File: config.mk
export PLATFORM = sky130hd
export DESIGN_NAME = membank_arb2
export DESIGN_NICKNAME = d
export VERILOG_FILES = /design/src/rtl/membank_arb2.sv
export SDC_FILE = /design/constraint.sdc
export NUM_CORES = 1
export LEC_CHECK = 0
export BUFFER_PORTS_ARGS = -buffer_cell sky130_fd_sc_hd__buf_2
export CAP_MARGIN = 0
export CORE_AREA = 2 2 567 569
export CTS_CLUSTER_SIZE = 16
export DETAILED_ROUTE_END_ITERATION = 8
export DIE_AREA = 0 0 569 571
export RECOVER_POWER = 25
export REMOVE_ABC_BUFFERS = 1
export SYNTH_ARGS = -nofsm -noshare
export SYNTH_HDL_FRONTEND = slang
export SYNTH_SLANG_ARGS = --single-unit
File: constraint.sdc
create_clock -name clk -period 4.45 [get_ports clk]
set_clock_uncertainty 0.05 [all_clocks]
set_input_delay 0.2225 -clock clk [delete_from_list [all_inputs] [get_ports clk]]
set_output_delay 0.2225 -clock clk [all_outputs]
set_load 0.05 [all_outputs]
File: src/rtl/membank_arb2.sv
// membank_arb2: two-client round-robin arbiter in front of one latency-1 memory bank.
// The granted client's command is passed straight through to the bank, and a small
// owner FIFO remembers who issued each accepted command so every bank ack can be
// steered back to the right client in order.
module membank_arb2 #(
    parameter int noLanes        = 32,
    parameter int laneSize       = 8,
    parameter int addrWidth      = 22,
    parameter int maxOutstanding = 4
) (
    input  logic                         clk,
    input  logic                         reset,

    input  logic                         c0_opreq,
    output logic                         c0_oprdy,
    input  logic                         c0_rwbar,
    input  logic [addrWidth-1:0]         c0_wordAddr,
    input  logic [noLanes*laneSize-1:0]  c0_wdata,
    input  logic [noLanes-1:0]           c0_lanes,
    output logic                         c0_ack,

    input  logic                         c1_opreq,
    output logic                         c1_oprdy,
    input  logic                         c1_rwbar,
    input  logic [addrWidth-1:0]         c1_wordAddr,
    input  logic [noLanes*laneSize-1:0]  c1_wdata,
    input  logic [noLanes-1:0]           c1_lanes,
    output logic                         c1_ack,

    output logic [noLanes*laneSize-1:0]  rdata,

    output logic                         mem_opreq,
    output logic                         mem_rwbar,
    output logic [addrWidth-1:0]         mem_wordAddr,
    output logic [noLanes*laneSize-1:0]  mem_wdata,
    output logic [noLanes-1:0]           mem_lanes,
    input  logic                         mem_oprdy,
    input  logic                         mem_ack,
    input  logic [noLanes*laneSize-1:0]  mem_rdata,

    output logic                         err_spurious_ack
);

    localparam int PW = $clog2(maxOutstanding);
    localparam int CW = PW + 1;
    localparam logic [CW-1:0] FULL_COUNT = CW'(maxOutstanding);

    // Owner FIFO storage: one bit per slot, 0 = client 0, 1 = client 1.
    logic [maxOutstanding-1:0] r_owner;
    logic [PW-1:0]             r_wrPtr;
    logic [PW-1:0]             r_rdPtr;
    logic [CW-1:0]             r_count;
    logic                      r_last;
    logic                      r_errSpurious;

    logic w_space;
    logic w_empty;
    logic w_grantValid;
    logic w_grantId;
    logic w_accept;
    logic w_pop;
    logic w_headOwner;

    // Occupancy is judged on the registered count only, so a same-cycle pop never frees a slot early.
    assign w_space = (r_count != FULL_COUNT);
    assign w_empty = (r_count == '0);

    // Round-robin grant: a lone requester wins, a tie goes to whoever was not granted last.
    always_comb begin
        w_grantValid = c0_opreq | c1_opreq;
        w_grantId    = 1'b0;
        if (c0_opreq && c1_opreq) begin
            w_grantId = ~r_last;
        end else if (c1_opreq) begin
            w_grantId = 1'b1;
        end
    end

    assign w_accept  = w_grantValid & mem_oprdy & w_space;
    assign c0_oprdy  = w_accept & ~w_grantId;
    assign c1_oprdy  = w_accept &  w_grantId;
    assign mem_opreq = w_accept;

    // Command fields follow the granted client; with no grant w_grantId is 0, so client 0 shows through.
    always_comb begin
        mem_rwbar    = c0_rwbar;
        mem_wordAddr = c0_wordAddr;
        mem_wdata    = c0_wdata;
        mem_lanes    = c0_lanes;
        if (w_grantId) begin
            mem_rwbar    = c1_rwbar;
            mem_wordAddr = c1_wordAddr;
            mem_wdata    = c1_wdata;
            mem_lanes    = c1_lanes;
        end
    end

    assign w_pop       = mem_ack & ~w_empty;
    assign w_headOwner = r_owner[r_rdPtr];
    assign c0_ack      = w_pop & ~w_headOwner;
    assign c1_ack      = w_pop &  w_headOwner;
    assign rdata       = mem_rdata;

    assign err_spurious_ack = r_errSpurious;

    // Owner FIFO: push the grantee on accept, pop the head on a bank ack; pointers wrap naturally.
    always_ff @(posedge clk) begin
        if (reset) begin
            r_owner <= '0;
            r_wrPtr <= '0;
            r_rdPtr <= '0;
            r_count <= '0;
        end else begin
            if (w_accept) begin
                r_owner[r_wrPtr] <= w_grantId;
                r_wrPtr          <= r_wrPtr + PW'(1);
            end
            if (w_pop) begin
                r_rdPtr <= r_rdPtr + PW'(1);
            end
            case ({w_accept, w_pop})
                2'b10:   r_count <= r_count + CW'(1);
                2'b01:   r_count <= r_count - CW'(1);
                default: r_count <= r_count;
            endcase
        end
    end

    // Remember the last grantee; starting at 1 lets client 0 win the first tie after reset.
    always_ff @(posedge clk) begin
        if (reset) begin
            r_last <= 1'b1;
        end else if (w_accept) begin
            r_last <= w_grantId;
        end
    end

    // Sticky flag for a bank ack that arrives when nothing is outstanding.
    always_ff @(posedge clk) begin
        if (reset) begin
            r_errSpurious <= 1'b0;
        end else if (mem_ack && w_empty) begin
            r_errSpurious <= 1'b1;
        end
    end

endmodule

# Yosys cells after proc, flatten, opt, wreduce, memory -nomap -nowiden
# Index checks and enable logic that the tools add are counted.
# totals
regBits	13
input_bits	884
wordCells	45
# op_classes
n_addsub	4
n_lt_le_gt_ge	3
n_eq_ne	3
mux	12
n_bitwise	12
n_reduce_logical	5
# ops
operator	n
$mux 256	1
$mux 32	1
$mux 22	1
$and 1x1->1	7
$lt 2x3->1 const B	2
$pmux 3 s2	1
$mux 1	5
$add 2x1->2 const B	2
$bwmux 4	1
$not 1->1	4
$add 3x1->3 const B	1
$logic_and 1x1->1	3
$logic_not 3->1	1
$ne 3x3->1 const B	1
$sub 3x1->3 const B	1
$bmux 1 s2	1
$demux 1 s2	1
$eq 2x1->1 const B	1
$eq 2x2->1 const B	1
$ge 2x1->1 const B	1
$reduce_bool 2->1	1
$or 1x1->1	1

# Depth between registers and ports, before layout
# Gate-level depths: netlist of run 1.
# depth
ltp_word	5
ltp_mapped	9
depth_no_buf	8

# Least setup slack after synthesis of run 1
# Ideal clock, no wire load.
# synth_path
kind	input -> register
start	input port c0_opreq
end	register r_count[2]
t_arrival_ps	1977
required_ps	4329
setup_slack_ps	2352
cell_stages	9
n_path_buf	1
path_cell_list	clkbuf_2 o21ai_0 or2_2 ha_1 inv_1 fa_1 xor2_1 or3_1 a21oi_1
# synth_between
elab_chain_len	5
elab_cells_between_ends	7
# synth_rtl
item	line_no	rtl
from (decl)	14	input logic c0_opreq,
$or 1x1->1 (*)	70	w_grantValid = c0_opreq | c1_opreq;
$and 1x1->1 (*) (2 in a row)	79	assign w_accept = w_grantValid & mem_oprdy & w_space;
$eq 2x1->1 or $eq 2x2->1 (tied branches)	121	case ({w_accept, w_pop})
$pmux 3 s2 or $reduce_bool 2->1 (tied branches)	--	
to (signal assigned)	122	2'b10: r_count <= r_count + CW'(1);
to (signal assigned)	123	2'b01: r_count <= r_count - CW'(1);
to (signal assigned)	124	default: r_count <= r_count;
to (decl)	52	logic [CW-1:0] r_count;
# Mark *: on every way between the ends. The rest lies on a longest branch, timed or not.
# A chain may end at the register's enable or synchronous reset.

# Worst setup path after layout of run 1
# layout_path
start	register r_count[2]
end	register r_count[2]
# layout_between
elab_chain_len	5
elab_cells_between_ends	11
# layout_rtl
item	line_no	rtl
$logic_not 3->1	66	assign w_empty = (r_count == '0);
$not 1->1	98	assign w_pop = mem_ack & ~w_empty;
$and 1x1->1	98	
$eq 2x1->1 or $eq 2x2->1 (tied branches)	121	
$pmux 3 s2 or $reduce_bool 2->1 (tied branches)	--	
# Several ways; a longest one is shown, not always the timed one.

==> results of run 1 <==
-- power breakdown --
part           internal (mW)  switching [mW]  total, mW
logic                  0.604            2.36       2.96
registers              0.142          0.0349      0.177
clock network          0.121          0.0521      0.173
total                  0.868            2.45       3.31
-- worst max-delay path: cells and delay by family (launching register included) --
family / cells / cell delay [ns]
DFF: 1 / 0.43
AOI/OAI and AO/OA: 1 / 0.17
xor gates and xnor gates: 1 / 0.17
buffers and inverters: 1 / 0.09
and+or+nand+nor: 3 / 1.23
adders and majority gates: 2 / 0.62
-- layout make-up --
type,count,area share [%]
multi-input combinational,990,27.1
timing repair buffer,957,33.6
inverter,7,0.180
clock buffer,4,0.541
tap,4200,36.1
sequential,13,1.79
antenna,44,0.756
-- metrics by stage --
step	worst slack, ns	instance area [µm²]	utilization, %	std cells
finish	1.60	14600	4.56	6215
global route	1.54	14500	4.55	6197
CTS	1.62	14500	4.53	6171
detailed placement	1.69	14400	4.50	6167
global placement	1.92	14400	4.50	6167
floorplan	-4.28	4220	-	1010
-- sequential cells by signal, indices dropped and copies added (netlist names) --
| signal | count |
|---|---|
| r_rdPtr | 2 |
| r_last | 1 |
| r_wrPtr | 2 |
| r_count | 3 |
| r_owner | 4 |
| err_spurious_ack | 1 |
-- routing by layer --
layer	part of all wire [%]	up-vias
met5	2.4	-
met4	2.2	130
met3	28	628
met2	32	2856
met1	36	6130
li1	-	5066
-- Yosys cell counts (all sizes together), types with 2 or more instances --
library cell / instances / area, µm²
dfxtp: 13 / 260
inv: 7 / 26.3
nor3: 2 / 10.0
o31ai: 6 / 45.0
nor2: 8 / 30.0
nor2b: 5 / 31.3
buf: 321 / 2250
ha: 5 / 62.6
a21oi: 4 / 20.0
or3: 2 / 12.5
clkbuf: 7 / 27.5
o21ai: 7 / 35.0
nand2: 933 / 3500
xor2: 4 / 35.0
o211ai: 4 / 30.0
-- how the worst max path moves through the flow --
stage | startpoint | end | slack, ns | depth (start not counted)
6_report | r_count[2]$_SDFFE_PP0P_ | r_count[2]$_SDFFE_PP0P_ | 1.60 | 8
2_1_floorplan | r_last$_SDFFE_PP1P_ | c0_oprdy | -4.28 | 2
4_1_cts | r_last$_SDFFE_PP1P_ | mem_wdata[106] | 1.62 | 5
3_3_place_gp | c0_opreq | mem_wdata[114] | 1.92 | 6
5_1_grt | r_count[2]$_SDFFE_PP0P_ | r_count[2]$_SDFFE_PP0P_ | 1.54 | 8
3_5_place_dp | r_count[2]$_SDFFE_PP0P_ | r_count[2]$_SDFFE_PP0P_ | 1.69 | 8
-- kinds of logic after synthesis --
kind of cell / Yosys count
AOI/OAI and AO/OA: 25
xor gates and xnor gates: 4
adders and majority gates: 6
buffers and inverters: 335
DFF: 13
muxes: 1
and+or+nand+nor: 954
-- layout by cell type, fill, tap and decap left out, types with 5 or more instances in the layout --
master / netlist / final
buf_2: 65 / 944
nand2_1: 933 / 933
diode_2: 0 / 44
dfxtp_1: 13 / 13
nor2_1: 8 / 8
inv_1: 7 / 7
o21ai_0: 7 / 7
buf_4: 256 / 7
o31ai_1: 6 / 6
buf_12: 0 / 6
nor2b_1: 5 / 5
ha_1: 5 / 5
==> results.txt, run 1 <==
Status -> finished clean
Worst vdd ir -> 0.141 mV
DP Wirelength -> 275000 µm
Post-synthesis register bit count -> 13
Worst slew pin tran -> 0.967 ns
Initial antenna violation count -> 336
Post-Synth XOR/XNOR Area -> 0.540%
Met1 usage -> 18.2%
Hold Crit Start -> mem_ack
Critical R2R Capture -> r_count[2]$_SDFFE_PP0P_
Vias in the first global route -> 11800
Hold path cells -> 3
Final setup viols -> 0
Worst skew pair latency -> 0.25 ns
Seq/Total Area, Yosys -> 4.01%
TNS Setup -> 0 ns
Clock Pin Slew Worst Setup and Hold Paths -> 0.04 ns
Main combinational cell family by area after synthesis -> simple AND/OR/NAND/NOR gates
Critical path type -> register to register
Number of distinct library cells after synthesis -> 27
Vias/cell -> 2.38
Detailed Route Iter0 Violations -> 1617
CTS Buf Count -> 3
Synth Area in Simple Gates -> 55.8%
Busiest layer in global routing -> met3
Sink Count -> 13
Max cap viols -> 0
YS warnings -> 0
Data required, critical path -> 4.57 ns
Root buf cell -> clkbuf_16
Met3 usage -> 23.3%
RSZ-0062 raised after global routing -> false
Nets -> 2862
Die Y -> 571 µm
Quantity of gates resized following cts -> 0
Layout cell share with drive strength beyond 1 -> 49.0%
Via count -> 14800
EDFF count, synth -> 0
Crit-path cells -> nor3b_2, or2_2, ha_1, inv_1, fa_1, xor2_1, or3_1, a21oi_1
Aggregate global routing overflow -> 0
Largest net degree at the start of global routing -> 99
Initial Util -> 2.03%
Hold Buf Count CTS -> 0
Slowest cell on the critical path -> nor3b_2
Data arrival time of the worst path -> 2.97 ns
Cell Area, Synth -> 0.00649 mm²
# DRC -> 0
Synth Area in Compound Gates -> 2.60%
Leakage Power -> 6.90 nW
Power density over the cells -> 227 mW/mm²
Area Growth Syn to Fin -> 124%
H-Tree Level Count -> 1
Row Count -> 208
Synth Area per Inst -> 4.85 µm²
Ys async rst share -> 0%
Min Tclk post-route -> 2.85 ns
Fraction of the mapped netlist area in adder cells -> 1.27%
Crit Path Max Fanout -> 13
Multi-input logic area -> 0.00394 mm²
Reg2reg start -> r_count[2]$_SDFFE_PP0P_
Fill cells -> 38300
Met2 Use GR -> 21.0%
Post-synthesis mux area share -> 0.347%
Post-Syn Instances -> 1338
Gr usage total -> 17.9%
Port buffer count -> 944
Critical path startpoint category -> register
Critical path's largest stage delay -> 0.63 ns
Critical Path Sink Type -> register
1st-pass router iterations -> 7
Die area -> 0.325 mm²
Top_reg_cell synth -> dfxtp_1
RD Place Congestion -> 0.943
Worst hold endpoint -> err_spurious_ack$_SDFFE_PP0P_
WL final -> 302000 µm
Detail Route Antenna Nets -> 0
Fin. Hold Viols -> 0
Boundary Pins -> 1457
Final hold slack -> 0.223 ns
Fmax -> 351 MHz
Core Area -> 0.319 mm²
Overall Power -> 3.31 mW
Hold WC Path Type -> input port to register
Reg area -> 260 µm²
Period utilization -> 64.0%
Count of pins over their slew limit -> 0
Max Buffers Root-to-Sink -> 2
Setup bufs post-CTS -> 0
Wire per inst -> 48.7 µm
R2r setup slk -> 1.60 ns
TritonCTS clock tree -> yes
First-pass GRT wire length -> 331000 µm
Die X -> 569 µm
Worst Reg-to-Reg Cells -> 8
Slew margin rel. -> 35.5%
Note: power is estimated with default switching activity, not from simulation.
==> inputs of run 2 (changes only) <==
--- a/config.mk
+++ b/config.mk
@@ -7,10 +7,10 @@
 export LEC_CHECK = 0
 export BUFFER_PORTS_ARGS = -buffer_cell sky130_fd_sc_hd__buf_2
 export CAP_MARGIN = 0
-export CORE_AREA = 2 2 567 569
+export CORE_AREA = 2 2 573 575
 export CTS_CLUSTER_SIZE = 16
 export DETAILED_ROUTE_END_ITERATION = 8
-export DIE_AREA = 0 0 569 571
+export DIE_AREA = 0 0 575 577
 export RECOVER_POWER = 25
 export REMOVE_ABC_BUFFERS = 1
 export SYNTH_ARGS = -nofsm -noshare
==> constraint.sdc (replaced) <==
create_clock -name clk -period 2.8 [get_ports clk]
set_clock_uncertainty 0.05 [all_clocks]
set_input_delay 0.14 -clock clk [delete_from_list [all_inputs] [get_ports clk]]
set_output_delay 0.14 -clock clk [all_outputs]
set_load 0.05 [all_outputs]
==> run 2 against run 1 <==
Critical path depth stayed put. Flip-flop and latch count is the same. Final area increased by 9.6%. Largest cell class is now non-clock buffers.
==> results.txt, run 2 (synthesized netlist as in run 1, its figures left out) <==
Area Growth Syn to Fin -> 146%
Hold Crit Start -> mem_ack
Die area -> 0.332 mm² (+2.1%)
CTS Buf Count -> 3 (unchanged)
Boundary Pins -> 1457 (unchanged)
1st-pass router iterations -> 8 (+1)
Nets -> 2862 (unchanged)
Wire per inst -> 45.6 µm (-6.2%)
Hold path cells -> 3 (unchanged)
Vias in the first global route -> 10900 (-7.0%)
Final hold slack -> 0.128 ns (-0.0948 ns)
Detailed Route Iter0 Violations -> 1486 (-8.1%)
Largest net degree at the start of global routing -> 107 (+8.1%)
Critical path origin -> r_count[2]$_SDFFE_PP0P_
Crit Path Max Fanout -> 13 (unchanged)
Via count -> 14400 (-2.5%)
Clock Pin Slew Worst Setup and Hold Paths -> 0.05 ns (about the same)
Die X -> 575 µm (+1.1%)
Data arrival time of the worst path -> 2.68 ns (-0.29 ns)
Crit-path cells -> nor3b_2, or2_2, ha_1, inv_1, fa_1, xor2_1, or3_1, a21oi_1
Root buf cell -> clkbuf_16
Reg area -> 260 µm² (unchanged)
H-Tree Level Count -> 1 (unchanged)
R2r setup slk -> 0.25 ns (-1.36 ns)
# DRC -> 0 (unchanged)
Quantity of gates resized following cts -> 0 (unchanged)
Initial Util -> 1.99% (-0.040 points)
Worst slew pin tran -> 0.717 ns (-0.250 ns)
Critical path startpoint category -> register
Most common cell after layout, fill and taps aside -> nand2_1
Gr usage total -> 16.9% (-1.0 points)
Critical path's largest stage delay -> 0.55 ns (-0.08 ns)
Critical R2R Capture -> r_count[2]$_SDFFE_PP0P_
Max Buffers Root-to-Sink -> 2 (unchanged)
Placed Area -> 0.0157 mm² (+9.1%)
Count of pins over their slew limit -> 0 (unchanged)
Finished Layout Cells -> 6395 (+2.9%)
Sink Count -> 13 (unchanged)
Worst hold endpoint -> err_spurious_ack$_SDFFE_PP0P_
Power density over the cells -> 361 mW/mm² (+59%)
Min Tclk post-route -> 2.55 ns (-0.295 ns)
Die Y -> 577 µm (+1.1%)
RSZ-0062 raised after global routing -> false
WL final -> 292000 µm (-3.5%)
Worst skew pair latency -> 0.24 ns (about the same)
Most frequent cells in the layout -> 933 x nand2_1, 857 x buf_2, 79 x buf_12
Detail Route Antenna Nets -> 0 (unchanged)
Largest Register -> r_owner
Placed Instances -> 6313 (+2.4%)
Critical path type -> register to register
Row Count -> 210 (+0.96%)
Data required, critical path -> 2.92 ns (-1.65 ns)
Top flop regs -> r_owner (4), r_count (3)
TritonCTS clock tree -> yes
First-pass GRT wire length -> 315000 µm (-4.9%)
Vias/cell -> 2.26 (-5.2%)
Setup bufs post-CTS -> 0 (unchanged)
Post-route cell area -> 0.0160 mm² (+9.6%)
Slew margin rel. -> 52.2% (+17 points)
Period utilization -> 91.2% (+27 points)
TNS Setup -> 0 ns (unchanged)
Fin. Hold Viols -> 0 (unchanged)
Initial antenna violation count -> 274 (-18%)
Core Area -> 0.326 mm² (+2.0%)
Hold Buf Count CTS -> 0 (unchanged)
DP Wirelength -> 267000 µm (-2.8%)
Fill cells -> 39000 (+1.6%)
Port buffer count -> 944 (unchanged)
Worst Reg-to-Reg Cells -> 8 (unchanged)
Slowest cell on the critical path -> nor3b_2
Hold WC Path Type -> input port to register
Critical Path Sink Type -> register
RD Place Congestion -> 1.00 (+6.5%)
Max cap viols -> 0 (unchanged)
Multi-input logic area -> 0.00394 mm² (unchanged)
Fmax -> 392 MHz (+12%)
Layout cell share with drive strength beyond 1 -> 49.0% (unchanged)
Worst vdd ir -> 0.144 mV (+2.1%)
Leakage Power -> 7.29 nW (+5.6%)
Reg2reg start -> r_count[2]$_SDFFE_PP0P_
Overall Power -> 5.77 mW (+74%)
Final setup viols -> 0 (unchanged)
Aggregate global routing overflow -> 0 (unchanged)
Largest register FFs -> 4 (unchanged)
Status -> finished clean
## run 2: cell types whose count changed in the layout (fill, tap and decap cells not counted)
cell,change
buf_2,-87
buf_12,+73
diode_2,+34
buf_4,+14
## run 2: worst max-delay path, delay by kind of cell, from the launching register on
family | cells | cell delay (ns)
AO/OA/AOI/OAI | 1 | 0.15
XOR/XNOR | 1 | 0.16
adder cells (fa/ha/maj) | 2 | 0.55
buffers and inverters | 1 | 0.06
flip-flops | 1 | 0.40
AND/OR/NAND/NOR | 3 | 1.11
## run 2: cell type report
cell class | instances | area share (%)
diodes | 78 | 1.22
clock buffers | 4 | 0.494
inverters | 7 | 0.165
multi-input cells | 990 | 24.7
flip-flops and latches | 13 | 1.63
well taps | 4346 | 34.0
repair buffers | 957 | 37.7
## run 2: metal layers
layer / global-route usage (%) / up-vias / share of wire, %
li1: - / 5105 / -
met1: 18.9 / 6067 / 39
met2: 18.5 / 2580 / 30
met3: 19.6 / 608 / 25
met4: 4.37 / 86 / 3.7
met5: 12.3 / - / 2.2
## run 2: worst max path at each step
stage | endpoint | slack (ns) | cells past startpoint
after floorplan | c0_oprdy | -5.84 | 2
after global placement | r_count[2]$_SDFFE_PP0P_ | 0.28 | 8
after detailed placement | r_count[2]$_SDFFE_PP0P_ | 0.27 | 8
after CTS | r_count[2]$_SDFFE_PP0P_ | 0.25 | 8
after global routing | r_count[2]$_SDFFE_PP0P_ | 0.04 | 8
final | r_count[2]$_SDFFE_PP0P_ | 0.25 | 8
## run 2: report_power, final
| group | leakage [nW] | internal, mW | switching [mW] | total [mW] |
|---|---|---|---|---|
| Combinational | 7.14 | 1.30 | 3.92 | 5.22 |
| Clock | 0.0386 | 0.192 | 0.0806 | 0.273 |
| Sequential | 0.106 | 0.226 | 0.0509 | 0.277 |
| Total | 7.29 | 1.72 | 4.05 | 5.77 |
## run 2: per-stage QoR
stage / util, % / setup slack [ns]
2_1_floorplan: - / -5.84
3_3_place_gp: 4.82 / 0.281
3_5_place_dp: 4.82 / 0.273
4_1_cts: 4.84 / 0.254
5_1_grt: 4.88 / 0.0418
6_report: 4.90 / 0.247
